`src/rtl/e203_gpio_pad_bank_if.sv`:
```
// Signal bundle between the SoC GPIO block / bank configuration and one
// e203_gpio_pad_bank instance.
interface e203_gpio_pad_bank_if #(
    parameter int GPIO_W = 32,
    parameter int DEB_W  = 16
);
    logic [GPIO_W-1:0] core_o_oval;
    logic [GPIO_W-1:0] core_o_oe;
    logic [GPIO_W-1:0] pad_i;
    logic [GPIO_W-1:0] pad_o;
    logic [GPIO_W-1:0] pad_t;
    logic [GPIO_W-1:0] in_sync;
    logic [GPIO_W-1:0] in_deb;
    logic [GPIO_W-1:0] deb_en;
    logic [DEB_W-1:0]  deb_limit;
    logic [GPIO_W-1:0] rise_en;
    logic [GPIO_W-1:0] fall_en;
    logic [GPIO_W-1:0] irq_clr;
    logic [GPIO_W-1:0] irq_pending;
    logic              irq;

    modport master (
        output core_o_oval, core_o_oe, pad_i, deb_en, deb_limit,
               rise_en, fall_en, irq_clr,
        input  pad_o, pad_t, in_sync, in_deb, irq_pending, irq
    );

    modport slave (
        input  core_o_oval, core_o_oe, pad_i, deb_en, deb_limit,
               rise_en, fall_en, irq_clr,
        output pad_o, pad_t, in_sync, in_deb, irq_pending, irq
    );
endinterface

```
`src/rtl/e203_gpio_pad_bank.sv`:
```
// GPIO pad-side bank: registered output/tristate drive, input synchroniser,
// per-bit debounce, edge detection with sticky pending bits and an interrupt.
module e203_gpio_pad_bank #(
    parameter int GPIO_W      = 32,
    parameter int SYNC_STAGES = 2,
    parameter int DEB_W       = 16
) (
    input  logic                 clk,
    input  logic                 rst_n,
    e203_gpio_pad_bank_if.slave  bus
);

    logic [GPIO_W-1:0] pad_o_q;
    logic [GPIO_W-1:0] pad_t_q;
    logic [GPIO_W-1:0] sync_q [SYNC_STAGES];
    logic [GPIO_W-1:0] in_sync;
    logic [GPIO_W-1:0] deb_q;
    logic [GPIO_W-1:0] deb_nxt;
    logic [DEB_W-1:0]  cnt_q [GPIO_W];
    logic [DEB_W-1:0]  cnt_d [GPIO_W];
    logic [GPIO_W-1:0] deb_hist;
    logic [GPIO_W-1:0] rise;
    logic [GPIO_W-1:0] fall;
    logic [GPIO_W-1:0] pend_q;
    logic [GPIO_W-1:0] pend_nxt;

    always_ff @(posedge clk) begin
        if (!rst_n) begin
            pad_o_q <= '0;
            pad_t_q <= '1;
        end else begin
            pad_o_q <= bus.core_o_oval;
            pad_t_q <= ~bus.core_o_oe;
        end
    end

    // pad_i is asynchronous; only the last stage is used downstream
    always_ff @(posedge clk) begin
        if (!rst_n) begin
            for (int s = 0; s < SYNC_STAGES; s++) begin
                sync_q[s] <= '0;
            end
        end else begin
            sync_q[0] <= bus.pad_i;
            for (int s = 1; s < SYNC_STAGES; s++) begin
                sync_q[s] <= sync_q[s-1];
            end
        end
    end

    assign in_sync = sync_q[SYNC_STAGES-1];

    // A differing level must persist past deb_limit counted cycles before
    // in_deb follows; the counter saturates rather than wrapping.
    always_comb begin
        deb_nxt = deb_q;
        for (int i = 0; i < GPIO_W; i++) begin
            cnt_d[i] = cnt_q[i];
            if (!bus.deb_en[i]) begin
                deb_nxt[i] = in_sync[i];
                cnt_d[i]   = '0;
            end else if (in_sync[i] == deb_q[i]) begin
                cnt_d[i] = '0;
            end else if (cnt_q[i] >= bus.deb_limit) begin
                deb_nxt[i] = in_sync[i];
                cnt_d[i]   = '0;
            end else if (cnt_q[i] != {DEB_W{1'b1}}) begin
                cnt_d[i] = cnt_q[i] + DEB_W'(1);
            end
        end
    end

    always_ff @(posedge clk) begin
        if (!rst_n) begin
            deb_q <= '0;
            for (int i = 0; i < GPIO_W; i++) begin
                cnt_q[i] <= '0;
            end
        end else begin
            deb_q <= deb_nxt;
            for (int i = 0; i < GPIO_W; i++) begin
                cnt_q[i] <= cnt_d[i];
            end
        end
    end

    assign rise = deb_q & ~deb_hist;
    assign fall = ~deb_q & deb_hist;

    // Setting dominates clearing when both happen in the same cycle
    always_comb begin
        pend_nxt = (pend_q & ~bus.irq_clr)
                 | (rise & bus.rise_en)
                 | (fall & bus.fall_en);
    end

    always_ff @(posedge clk) begin
        if (!rst_n) begin
            deb_hist <= '0;
            pend_q   <= '0;
        end else begin
            deb_hist <= deb_q;
            pend_q   <= pend_nxt;
        end
    end

    assign bus.pad_o       = pad_o_q;
    assign bus.pad_t       = pad_t_q;
    assign bus.in_sync     = in_sync;
    assign bus.in_deb      = deb_q;
    assign bus.irq_pending = pend_q;
    assign bus.irq         = |pend_q;

endmodule

```
`src/flat_wrapper.sv`:
```
// flat-port wrapper written by rule: the top's interface ports become plain ports
module e203_gpio_pad_bank_flat 
#(
    parameter int GPIO_W      = 32,
    parameter int SYNC_STAGES = 2,
    parameter int DEB_W       = 16
)
  (clk, rst_n, bus_core_o_oval, bus_core_o_oe, bus_pad_i, bus_deb_en, bus_deb_limit, bus_rise_en, bus_fall_en, bus_irq_clr, bus_pad_o, bus_pad_t, bus_in_sync, bus_in_deb, bus_irq_pending, bus_irq);
  e203_gpio_pad_bank_if #(.GPIO_W(GPIO_W), .DEB_W(DEB_W)) bus_i ();
  input  logic clk;
  input  logic rst_n;
  input wire logic [$bits(bus_i.core_o_oval)-1:0] bus_core_o_oval;
  input wire logic [$bits(bus_i.core_o_oe)-1:0] bus_core_o_oe;
  input wire logic [$bits(bus_i.pad_i)-1:0] bus_pad_i;
  input wire logic [$bits(bus_i.deb_en)-1:0] bus_deb_en;
  input wire logic [$bits(bus_i.deb_limit)-1:0] bus_deb_limit;
  input wire logic [$bits(bus_i.rise_en)-1:0] bus_rise_en;
  input wire logic [$bits(bus_i.fall_en)-1:0] bus_fall_en;
  input wire logic [$bits(bus_i.irq_clr)-1:0] bus_irq_clr;
  output wire logic [$bits(bus_i.pad_o)-1:0] bus_pad_o;
  output wire logic [$bits(bus_i.pad_t)-1:0] bus_pad_t;
  output wire logic [$bits(bus_i.in_sync)-1:0] bus_in_sync;
  output wire logic [$bits(bus_i.in_deb)-1:0] bus_in_deb;
  output wire logic [$bits(bus_i.irq_pending)-1:0] bus_irq_pending;
  output wire logic [$bits(bus_i.irq)-1:0] bus_irq;
  assign bus_i.core_o_oval = bus_core_o_oval;
  assign bus_i.core_o_oe = bus_core_o_oe;
  assign bus_i.pad_i = bus_pad_i;
  assign bus_i.deb_en = bus_deb_en;
  assign bus_i.deb_limit = bus_deb_limit;
  assign bus_i.rise_en = bus_rise_en;
  assign bus_i.fall_en = bus_fall_en;
  assign bus_i.irq_clr = bus_irq_clr;
  assign bus_pad_o = bus_i.pad_o;
  assign bus_pad_t = bus_i.pad_t;
  assign bus_in_sync = bus_i.in_sync;
  assign bus_in_deb = bus_i.in_deb;
  assign bus_irq_pending = bus_i.irq_pending;
  assign bus_irq = bus_i.irq;
  e203_gpio_pad_bank #(.GPIO_W(GPIO_W), .SYNC_STAGES(SYNC_STAGES), .DEB_W(DEB_W)) u_core (.clk(clk), .rst_n(rst_n), .bus(bus_i));
endmodule
```
`config.mk`:
```
export PLATFORM = sky130hd
export DESIGN_NAME = e203_gpio_pad_bank_flat
export DESIGN_NICKNAME = d
export VERILOG_FILES = /design/src/rtl/e203_gpio_pad_bank_if.sv /design/src/rtl/e203_gpio_pad_bank.sv /design/src/flat_wrapper.sv
export SDC_FILE = /design/constraint.sdc
export NUM_CORES = 2
export LEC_CHECK = 0
export BUFFER_PORTS_ARGS = -buffer_cell sky130_fd_sc_hd__buf_2
export CAP_MARGIN = 20
export CORE_ASPECT_RATIO = 0.7
export CORE_MARGIN = 5
export CORE_UTILIZATION = 45
export CTS_BUF_LIST = sky130_fd_sc_hd__clkbuf_4
export CTS_CLUSTER_SIZE = 8
export DETAILED_ROUTE_END_ITERATION = 8
export PLACE_DENSITY = 0.65
export SLEW_MARGIN = 25
export SYNTH_ARGS = -nofsm -noshare
export SYNTH_HDL_FRONTEND = slang
export SYNTH_SLANG_ARGS = --single-unit
```
`constraint.sdc`:
```
create_clock -name clk -period 5.3 [get_ports clk]
set_input_delay 0.795 -clock clk [delete_from_list [all_inputs] [get_ports clk]]
set_output_delay 0.795 -clock clk [all_outputs]
set_load 0.005 [all_outputs]
```
==> results.md <==
* Cells after Synth at 4904
* Inserted Clock Buffers at 190
* Root buf cell: clkbuf_4
* Post-synth top area cell: dfxtp_1
* Unique masters post-synth at 76
* Minimum clock period at 3.509 ns
* CTS clk-pin slew, worst paths at 0.07 ns
* H-tree Lvls at 4
* Final wirelength at 128900 µm
* Worst Path Arrival at 2.71 ns
* Clock Sinks at 736
* Synth top area cells: dfxtp_1 (34%), ha_1 (16%), xnor2_1 (5.2%)
* Register area share after synthesis at 34.44%
* Startpoint types: flip-flop
* Post-DP HPWL at 91100 µm
* Hold buffer count at CTS at 156
* Syn_area_per_cell at 8.725 µm²
* 1st-pass router iterations at 6
* Remaining DRCs at 0
* Post-layout power at 11.62 mW
* CP max stage delay at 0.54 ns
* Commonest non-fill, non-tap cell in the layout: dfxtp_1
* Critical path class: flip-flop to primary output
* Drt wl/cell at 18.53 µm
* Chip width at 378.6 µm
* Worst-Margin Slew at 0.9460 ns
* DR vias/cell at 5.555
* Async SR Flop Fraction at 0%
* Worst R2R Setup Slack at 2.65 ns
* Largest net degree at the start of global routing at 82
* Syn Nets at 5690
* Post-CTS sizing at 0
* Hold Vio Cnt, Final at 0
* Tot GR Track Use at 24.79%
* Largest family of logic cells by synthesized area: simple AND/OR/NAND/NOR gates
* Skew-Pair Late Insertion Delay at 1.07 ns
* Slowest cell on the critical path: dfxtp_1
* Unrepaired setup endpoints after global routing: false
* Hold depth at 3
* Highest-count cells in the layout ignoring fill and taps: dfxtp_1 (736), ha_1 (544), nor2_1 (515)
* FMAX at 0.2850 GHz
* Routed vias at 38650
* Adder-Cell Fraction of Synth Area at 15.91%
* Vias in the first global route at 35990
* Share of cells above drive strength 1 at 14.91%
* Initial antenna violation count at 12
* Post-synthesis compound-gate area fraction at 11.99%
* Die Area at 0.1014 mm²
* Final nets at 6356
* # Max-Cap Violations at 0
* CP Cell Sequence: nor4_2 > buf_4 > nand4_1 > or2_2 > buf_2
* Num rows at 94
* Top-area cell type share of the netlist area at 34.44%
* CTS tree: done
* Post-Synth XOR/XNOR Area at 7.697%
* Sink of the worst hold path: u_core.bus.in_deb[8]$_SDFFE_PN0P_
* Multiplexer share of the synthesized area at 1.547%
* Mapped Area at 0.04279 mm²
* Crit share post-route at 66.20%
* Fillers at 8759
* Hold Path Class: primary input to flip-flop
* Primary FF master, synth: dfxtp_1
* Initial Util at 45.42%
* Pleak at 20.32 nW
* R2R depth at 7
* Status: completed
* Reg-to-Reg Start: u_core.cnt_q[4][48]$_SDFFE_PP0P_
* Fin. max-slew vios at 0
* Worst ir drop on vdd at 0.1784 mV
* Total gr overflow at 0
* CP endpoint kind: primary output
* CP Data Required Time at 4.51 ns
* Die Y at 268.0 µm
* Final ANT Viol Nets at 0
* Yosys warns at 0
* Global-route wire length before repair at 200500 µm
* Top Ports at 403
* Simple-gate share of the synthesized area at 25.06%
* Drt initial violations at 3023
* Yosys reg bits at 736
* Setup Skew at 0.05183 ns
* Largest fanout on the critical path at 3
* RR Endpoint: u_core.cnt_q[4][62]$_SDFFE_PP0P_
* Post-synth EDFFs at 0
* Gpl congestion at 0.8754
* Cell Pwr Density at 231.5 mW/mm²
* Longest Clk Path Bufs at 3
* Area Growth Syn to Fin at 17.35%
* Setup TNS at 0 ns
* Setup Viol. Count Final at 0
* Worst relative slew slack at 36.41%
* Hold_sp: rst_n
* Port bufs at 402
* Core Box Area at 0.09421 mm²
* Setup fix buffers added after clock tree synthesis at 0
## registers in the layout, summed over array words and instances, names as in the netlist
signal	flops
u_core.bus.in_deb	32
u_core.bus.irq_pending	32
u_core.bus.pad_o	32
u_core.bus.pad_t	32
u_core.cnt_q	512
u_core.deb_hist	32
u_core.sync_q	64
## area by class of cell
cell class / count / area (µm²) / share of cell area [%]
Tap cell: 1248 / 1562 / 3.110
Multi-Input combinational cell: 3840 / 26680 / 53.14
Inverter: 189 / 711.9 / 1.418
Clock buffer: 267 / 2004 / 3.992
Clock inverter: 56 / 409.1 / 0.8149
Timing Repair Buffer: 613 / 4084 / 8.134
Sequential cell: 736 / 14730 / 29.35
Antenna cell: 9 / 22.52 / 0.04486
## per-stage QoR
step	hold WS, ns	setup slack, ns	instances	utilization (%)	area, µm²
2_1_floorplan	0.4119	2.109	4904	-	42790
3_3_place_gp	0.4132	1.532	6470	49.00	46170
3_5_place_dp	0.4169	1.465	6470	49.05	46200
4_1_cts	0.01540	1.620	6949	53.26	50180
5_1_grt	0.1507	1.596	6952	53.28	50190
6_report	0.2161	1.791	6958	53.30	50210
## worst max-delay path, delay by kind of cell (launching register included)
family	cells	cell delay (ns)
and+or+nand+nor	3	0.71
DFF	1	0.54
buffers and inverters	2	0.39
## cell usage after synthesis (61+ instances only)
cell        n
mux2i_1    65
a211oi_1   65
nor2_1    515
a21oi_1   303
nor4_1     65
nor3_1    193
xor2_1    124
and2_1    164
nand3_1   193
dfxtp_1   736
inv_1     188
nand2_1   436
ha_1      544
and4_1     62
nand4_1   149
xnor2_1   252
o21ai_0   120
clkbuf_1   61
## report_power, final
part | switching (mW) | internal (mW) | leakage [nW]
logic | 0.500 | 0.372 | 12.9
clock network | 2.49 | 2.61 | 1.42
registers | 0.0577 | 5.60 | 5.96
## routing by layer
metal | vias to the layer above | share of wire, % | GRT usage (%) | wire (µm)
li1 | 19210 | - | - | -
met1 | 17980 | 49 | 36.43 | 62850
met2 | 1287 | 42 | 36.65 | 53960
met3 | 174 | 7.9 | 5.218 | 10180
met4 | 0 | 1.5 | 7.088 | 1904
met5 | - | 0 | 0 | 0
## worst max-delay path by stage
stage	start	end	slack, ns	cells past startpoint
finish	u_core.bus.irq_pending[11]$_SDFF_PN0_	bus_irq	1.79	5
global route	u_core.bus.irq_pending[26]$_SDFF_PN0_	bus_irq	1.60	4
CTS	u_core.bus.irq_pending[26]$_SDFF_PN0_	bus_irq	1.62	4
detailed placement	bus_deb_limit[9]	u_core.cnt_q[7][46]$_SDFFE_PP0P_	1.46	9
global placement	bus_deb_limit[9]	u_core.cnt_q[7][30]$_SDFFE_PP0P_	1.53	9
floorplan	bus_deb_limit[9]	u_core.cnt_q[5][4]$_SDFFE_PP0P_	2.11	8
## cells by family (layout without fill, tap and decap cells)
logic type / count (synthesis) / count (layout)
other cells: 0 / 9
compound gates: 764 / 764
simple gates: 2090 / 2090
mux: 66 / 66
flops: 736 / 736
buf+inv: 328 / 1125
xor+xnor: 376 / 376
fa+ha+maj: 544 / 544
No activity file was read; power rests on OpenSTA's default activity.
